## src/rtl/imem_loader_if.sv

```systemverilog
// Handshake bundle between a byte-stream/control master and the instruction-memory loader.
interface imem_loader_if #(
  parameter int IDX_W = 7
);
  logic             start;
  logic [IDX_W-1:0] base_word;
  logic [IDX_W-1:0] word_count;
  logic             in_valid;
  logic [7:0]       in_data;
  logic             in_ready;
  logic             mem_we;
  logic [31:0]      mem_addr;
  logic [31:0]      mem_wdata;
  logic             busy;
  logic             done;
  logic             error;

  modport master (
    output start, base_word, word_count, in_valid, in_data,
    input  in_ready, mem_we, mem_addr, mem_wdata, busy, done, error
  );

  modport slave (
    input  start, base_word, word_count, in_valid, in_data,
    output in_ready, mem_we, mem_addr, mem_wdata, busy, done, error
  );
endinterface

```

## src/rtl/imem_loader.sv

```systemverilog
// Assembles a big-endian byte stream into 32-bit words and writes them to a
// range-checked window of the instruction memory.
module imem_loader #(
  parameter int DEPTH = 101,
  parameter int IDX_W = 7
) (
  input logic          clk,
  input logic          rst_n,
  imem_loader_if.slave bus
);

  typedef enum logic [1:0] {IDLE, COLLECT, WRITE, FINISH} state_e;

  state_e           state_q;
  logic [1:0]       bcnt_q;
  logic [IDX_W-1:0] idx_q;
  logic [IDX_W-1:0] rem_q;
  logic [23:0]      word_q;
  logic [31:0]      addr_q;
  logic [31:0]      wdata_q;
  logic             error_q;

  logic [IDX_W:0]   end_d;
  logic             range_bad_d;
  logic [31:0]      word_d;

  // End of the requested window, one bit wider so base+count cannot wrap.
  assign end_d       = {1'b0, bus.base_word} + {1'b0, bus.word_count};
  assign range_bad_d = end_d > (IDX_W+1)'(DEPTH);
  assign word_d      = {word_q, bus.in_data};

  always_ff @(posedge clk or negedge rst_n) begin
    if (!rst_n) begin
      state_q <= IDLE;
      bcnt_q  <= '0;
      idx_q   <= '0;
      rem_q   <= '0;
      word_q  <= '0;
      addr_q  <= '0;
      wdata_q <= '0;
      error_q <= 1'b0;
    end else begin
      case (state_q)
        IDLE: begin
          if (bus.start) begin
            idx_q   <= bus.base_word;
            rem_q   <= bus.word_count;
            bcnt_q  <= '0;
            error_q <= range_bad_d;
            state_q <= (bus.word_count == '0 || range_bad_d) ? FINISH : COLLECT;
          end
        end
        COLLECT: begin
          if (bus.in_valid) begin
            word_q <= word_d[23:0];
            bcnt_q <= bcnt_q + 2'd1;
            // Address/data are staged here so they present during WRITE and hold afterwards.
            if (bcnt_q == 2'd3) begin
              addr_q  <= {{(30-IDX_W){1'b0}}, idx_q, 2'b00};
              wdata_q <= word_d;
              state_q <= WRITE;
            end
          end
        end
        WRITE: begin
          idx_q   <= idx_q + 1'b1;
          rem_q   <= rem_q - 1'b1;
          state_q <= (rem_q == IDX_W'(1)) ? FINISH : COLLECT;
        end
        FINISH:  state_q <= IDLE;
        default: state_q <= IDLE;
      endcase
    end
  end

  assign bus.in_ready  = (state_q == COLLECT);
  assign bus.mem_we    = (state_q == WRITE);
  assign bus.mem_addr  = addr_q;
  assign bus.mem_wdata = wdata_q;
  assign bus.busy      = (state_q != IDLE);
  assign bus.done      = (state_q == FINISH);
  assign bus.error     = error_q;

endmodule

```

## src/flat_wrapper.sv

```systemverilog
// flat-port wrapper written by rule: the top's interface ports become plain ports
module imem_loader_flat 
#(
  parameter int DEPTH = 101,
  parameter int IDX_W = 7
)
  (clk, rst_n, bus_start, bus_base_word, bus_word_count, bus_in_valid, bus_in_data, bus_in_ready, bus_mem_we, bus_mem_addr, bus_mem_wdata, bus_busy, bus_done, bus_error);
  imem_loader_if #(.IDX_W(IDX_W)) bus_i ();
  input logic clk;
  input logic rst_n;
  input wire logic [$bits(bus_i.start)-1:0] bus_start;
  input wire logic [$bits(bus_i.base_word)-1:0] bus_base_word;
  input wire logic [$bits(bus_i.word_count)-1:0] bus_word_count;
  input wire logic [$bits(bus_i.in_valid)-1:0] bus_in_valid;
  input wire logic [$bits(bus_i.in_data)-1:0] bus_in_data;
  output wire logic [$bits(bus_i.in_ready)-1:0] bus_in_ready;
  output wire logic [$bits(bus_i.mem_we)-1:0] bus_mem_we;
  output wire logic [$bits(bus_i.mem_addr)-1:0] bus_mem_addr;
  output wire logic [$bits(bus_i.mem_wdata)-1:0] bus_mem_wdata;
  output wire logic [$bits(bus_i.busy)-1:0] bus_busy;
  output wire logic [$bits(bus_i.done)-1:0] bus_done;
  output wire logic [$bits(bus_i.error)-1:0] bus_error;
  assign bus_i.start = bus_start;
  assign bus_i.base_word = bus_base_word;
  assign bus_i.word_count = bus_word_count;
  assign bus_i.in_valid = bus_in_valid;
  assign bus_i.in_data = bus_in_data;
  assign bus_in_ready = bus_i.in_ready;
  assign bus_mem_we = bus_i.mem_we;
  assign bus_mem_addr = bus_i.mem_addr;
  assign bus_mem_wdata = bus_i.mem_wdata;
  assign bus_busy = bus_i.busy;
  assign bus_done = bus_i.done;
  assign bus_error = bus_i.error;
  imem_loader #(.DEPTH(DEPTH), .IDX_W(IDX_W)) u_core (.clk(clk), .rst_n(rst_n), .bus(bus_i));
endmodule
```

## config.mk

```make
export PLATFORM = sky130hd
export DESIGN_NAME = imem_loader_flat
export DESIGN_NICKNAME = d
export VERILOG_FILES = /design/src/rtl/imem_loader_if.sv /design/src/rtl/imem_loader.sv /design/src/flat_wrapper.sv
export SDC_FILE = /design/constraint.sdc
export NUM_CORES = 1
export LEC_CHECK = 0
export CAP_MARGIN = 25
export CORE_MARGIN = 1.5
export CORE_UTILIZATION = 50
export DETAILED_ROUTE_END_ITERATION = 6
export GPL_TIMING_DRIVEN = 0
export PLACE_DENSITY = 0.85
export RECOVER_POWER = 100
export SLEW_MARGIN = 20
export SYNTH_ARGS = -nofsm -noshare
export SYNTH_HDL_FRONTEND = slang
export SYNTH_SLANG_ARGS = --single-unit
```

## constraint.sdc

```tcl
create_clock -name clk -period 2.1 [get_ports clk]
set_input_delay 0.525 -clock clk [delete_from_list [all_inputs] [get_ports clk]]
set_output_delay 0.525 -clock clk [all_outputs]
set_load 0.005 [all_outputs]
```

==> results list <==
- VDD sags by at most between 0.0006 and 0.0007 V.
- Of the total power, registers draw 0.427.
- The total area inside the core boundary comes to around 7600 um^2.
- CTS Root Cell: clkbuf_8
* Ant. Diodes: 0
- TritonCTS clock tree: yes
* Final wirelength: just over 8000 um
- Before antenna repair, the detailed router went through 4 iterations.
- Counting flops with an async set or reset pin after synthesis yields a share of 1.000.
- Share of layout cells above drive strength 1: 0.3218
- The slowest stage of the critical path is the clkdlybuf4s50_1 cell.
- Met1 global-route usage: 0.2669
- The analysis attributes to net switching a power of 0.002107 W.
- 95 I/O pins were placed.
* Internal Dissipation: about 0.0046 W
* Die Span X: 91.29 um
* Power density cells: roughly 1300 nW/um^2
- Of the total power, combinational logic draws 0.378.
* Worst-margin pin slew: 0.9377 ns
- Of the synthesized area, sequential elements account for 0.5265.
- Cell-by-cell trace of the critical path: nand2b_4 > clkinv_4 > clkdlybuf4s50_1
- STA classifies the critical path endpoint as an output port.
- Number of enable-type register cells in the synthesized netlist: 0
- The number of antenna violations at the first check in global routing came to 0.
- Routed wire per std cell: 15.47 um
- Met2 Use GR: 0.3340
- Number of rows created at floorplan: 32
- DPL Wire Length: between 5000 and 6000 um
- Number of buffers inserted during clock tree synthesis: 9
- Data arrival, critical path: between 1.5 and 2 ns
- Routed Antenna Nets: 0
- Using the TritonRoute via totals, the vias-per-cell ratio works out to about 5.2.
- The number of global-route vias before repair was 2,753.
- Gr busiest metal: met2
* First-pass GRT wire length: between 10,000 and 15,000 um
- Summing all non-filler instances in the final layout gives an area of approximately 5200 um^2.
* Overall via count from detail_route: about 2,800
* Final Net Count: 465
- GRT Total Usage: 0.2066
- Residual DRC: 0
- The flow ran to the end, and the final reports show no timing, DRC or antenna violations.
* Family of cells with the greatest summed delay on the critical path: buffers and inverters
- The H-tree generated during clock tree synthesis spans 3 levels.
- The library cell used most frequently in the layout, excluding fill and tap cells, is dfrtp_1.
- In this run the tightest slew margin relative to its limit is 0.3749.
- Number of hold violations in the final report: 0
* Crit Path Class: flip-flop to output port
- The total overflow left after global routing is 0.
- Clock-pin transition on the worst setup and hold timing paths: ~0.090 ns
- The critical path starts at u_core.state_q[0]$_DFFE_PN0P_.
* Detailed router's first-iteration violation count: 170
- Setup repair after global routing could not meet its margin everywhere.
- The die is 91.29 um tall.
- For this run, the slowest stage of the critical path takes 0.49 ns.
* Total standard cell area after synthesis: ~3900 um^2
* Buffers and inverters on the worst path: 2
* Highest attainable clock frequency: 0.4890 GHz
- Final number of max-transition violations: 0
- Layout-stage area growth over the synthesis result: 32.62%
- Across the run, the number of max-cap violations was 0.
- Gpl congestion: between 0.7 and 0.8
- Port buffering added between 60 and 70 buffers.
* Later-pin clock latency in the skew report: around 0.35 ns
- Met3 Use GR: 0.05109
- Maximum number of pins on one net before global-route repair: 45
- Ys flop type: dfrtp_1
* Number of cells produced by synthesis: 314
- Leaving out fill and tap cells, the most frequent cells in the layout are dfrtp_1 (82), mux2_2 (53), dlygate4sd3_1 (42).
- Cell area reported after detailed placement: between 4000 and 5000 um^2
- Filler Cell Count: 542
- For this configuration, the core starts out at a cell density of 0.5097.
- The clock arrives with 0.008675 ns of skew.
- Setup violations remaining at the end of the flow were counted as 0.
- The worst register-to-register path begins at u_core.state_q[0]$_DFFE_PN0P_.
- The min-delay analysis places its worst path in the category input port to async pin.
* Leakage: around 2.5 nW
- Unique masters post-synth: 46
- CTS max path bufs: 2
- Time the final worst path needs with I/O delays and setup: approximately 2.0 ns
- Share of the cycle needed by the critical path after routing: 0.9739
- Number of synthesized register bits: between 80 and 90
* Endpoint required time on the critical path: between 1.5 and 2 ns
- Total Die Area: 8334 um^2
- The clock net in this run drives a total of 82 sinks.
- The share of total power dissipated in the clock network is 0.196.
- Critical path startpoint category: flip-flop
- Worst-path maximum fanout: 5
* Sw Ratio: 0.3160
- Synthesis warning total: 0
* Mapped Avg Cell Area: between 10 and 15 um^2
* Total negative setup slack: 0 ns
## cell families (layout without fill, tap and decap cells)
| kind of cell | Yosys count | after routing | synth area share |
|---|---|---|---|
| other cells | 1 | 25 | 0.0009622 |
| xor+xnor | 3 | 3 | 0.006743 |
| simple gates | 68 | 68 | 0.08797 |
| mux | 64 | 64 | 0.1942 |
| compound gates | 41 | 41 | 0.07159 |
| fa+ha+maj | 12 | 12 | 0.04045 |
| flops | 82 | 82 | 0.5265 |
| buf+inv | 43 | 137 | 0.07159 |
## synthesized netlist by cell type (5+ instances only)
master   count  area [um^2]
nor2_1      19        71.32
nand2_1     13        48.80
mux2_4      10        150.1
nor3_1       5        25.02
buf_2        7        35.03
nand3_1     11        55.05
o21ai_0      8        40.04
inv_1        6        22.52
buf_4       25        187.7
ha_1        11        137.6
a21oi_1     10        50.05
mux2_2      53        596.8
a31oi_1      5        31.28
dfrtp_1     82         2052
## metal layers
layer  wire length [um]  up-vias
met4                165        0
li1                   -     1302
met3                476       16
met2               4215       97
met5                  0        -
met1               3404     1366
## worst register-to-register path, stage by stage, from the launching register on
cell	delay [ns]
dfrtp_1	0.41
nor2b_1	0.14
clkbuf_1	0.15
nand2_1	0.37
clkbuf_2	0.37
mux2_2	0.39
## worst paths after layout
check	slack, ns	cells after the start	endpoint
setup / recovery	0.05	3	bus_mem_we
hold / removal	0.30	1	u_core.bus.mem_wdata[13]$_DFFE_PN0P_
setup reg to reg	0.17	5	u_core.word_q[15]$_DFFE_PN0P_
hold reg to reg	0.50	1	u_core.bus.mem_wdata[28]$_DFFE_PN0P_
max in group asynchronous	0.59	2	u_core.word_q[8]$_DFFE_PN0P_
min in group clk	0.43	2	u_core.idx_q[0]$_DFFE_PN0P_
## sequential cells by signal (all words and copies together), names as in the netlist
name	flops
u_core.bcnt_q	2
u_core.bus.error	1
u_core.bus.mem_addr	7
u_core.bus.mem_wdata	32
u_core.idx_q	7
u_core.rem_q	7
u_core.state_q	2
u_core.word_q	24
## power by group through the flow
stage | logic [W] | clock network [W] | registers (W)
4_1_cts | 0.00268 | 0.00133 | 0.00287
6_report | 0.00252 | 0.00130 | 0.00285
2_1_floorplan | 0.00141 | 0 | 0.00279
3_3_place_gp | 0.00249 | 0 | 0.00284
3_5_place_dp | 0.00259 | 0 | 0.00289
5_1_grt | 0.00273 | 0.00139 | 0.00296
## stage by stage
stage | setup WS, ns | std cells | utilization | power, W | hold slack (ns)
final | 0.05482 | 534 | 0.6759 | 0.006667 | 0.2995
after global routing | -0.03320 | 534 | 0.6759 | 0.007077 | 0.3872
after CTS | 0.01444 | 529 | 0.6744 | 0.006877 | 0.1331
after detailed placement | -0.7839 | 510 | 0.6327 | 0.005479 | 0.4842
after global placement | -2.284 | 509 | 0.6304 | 0.005332 | 0.4828
after floorplan | -0.03015 | 338 | - | 0.004202 | 0.2294
## area by class of cell
type	instances	area (um^2)	share of cell area
inverter	7	31.28	0.006052
timing repair buffer	78	758.2	0.1467
clock inverter	7	105.1	0.02033
sequential	82	2052	0.3970
multi-input combinational	213	1730	0.3348
buffer	36	240.2	0.04648
tap	102	127.6	0.02469
clock buffer	9	123.9	0.02397
## repair_timing
item	CTS	global route
hold buffers	0	0
endpoints found under the setup margin	4	4
buffers inserted	3	5
pin swaps	4	7
resized for setup	21	16
cloned	0	0
(Power assumes the default switching activity.)
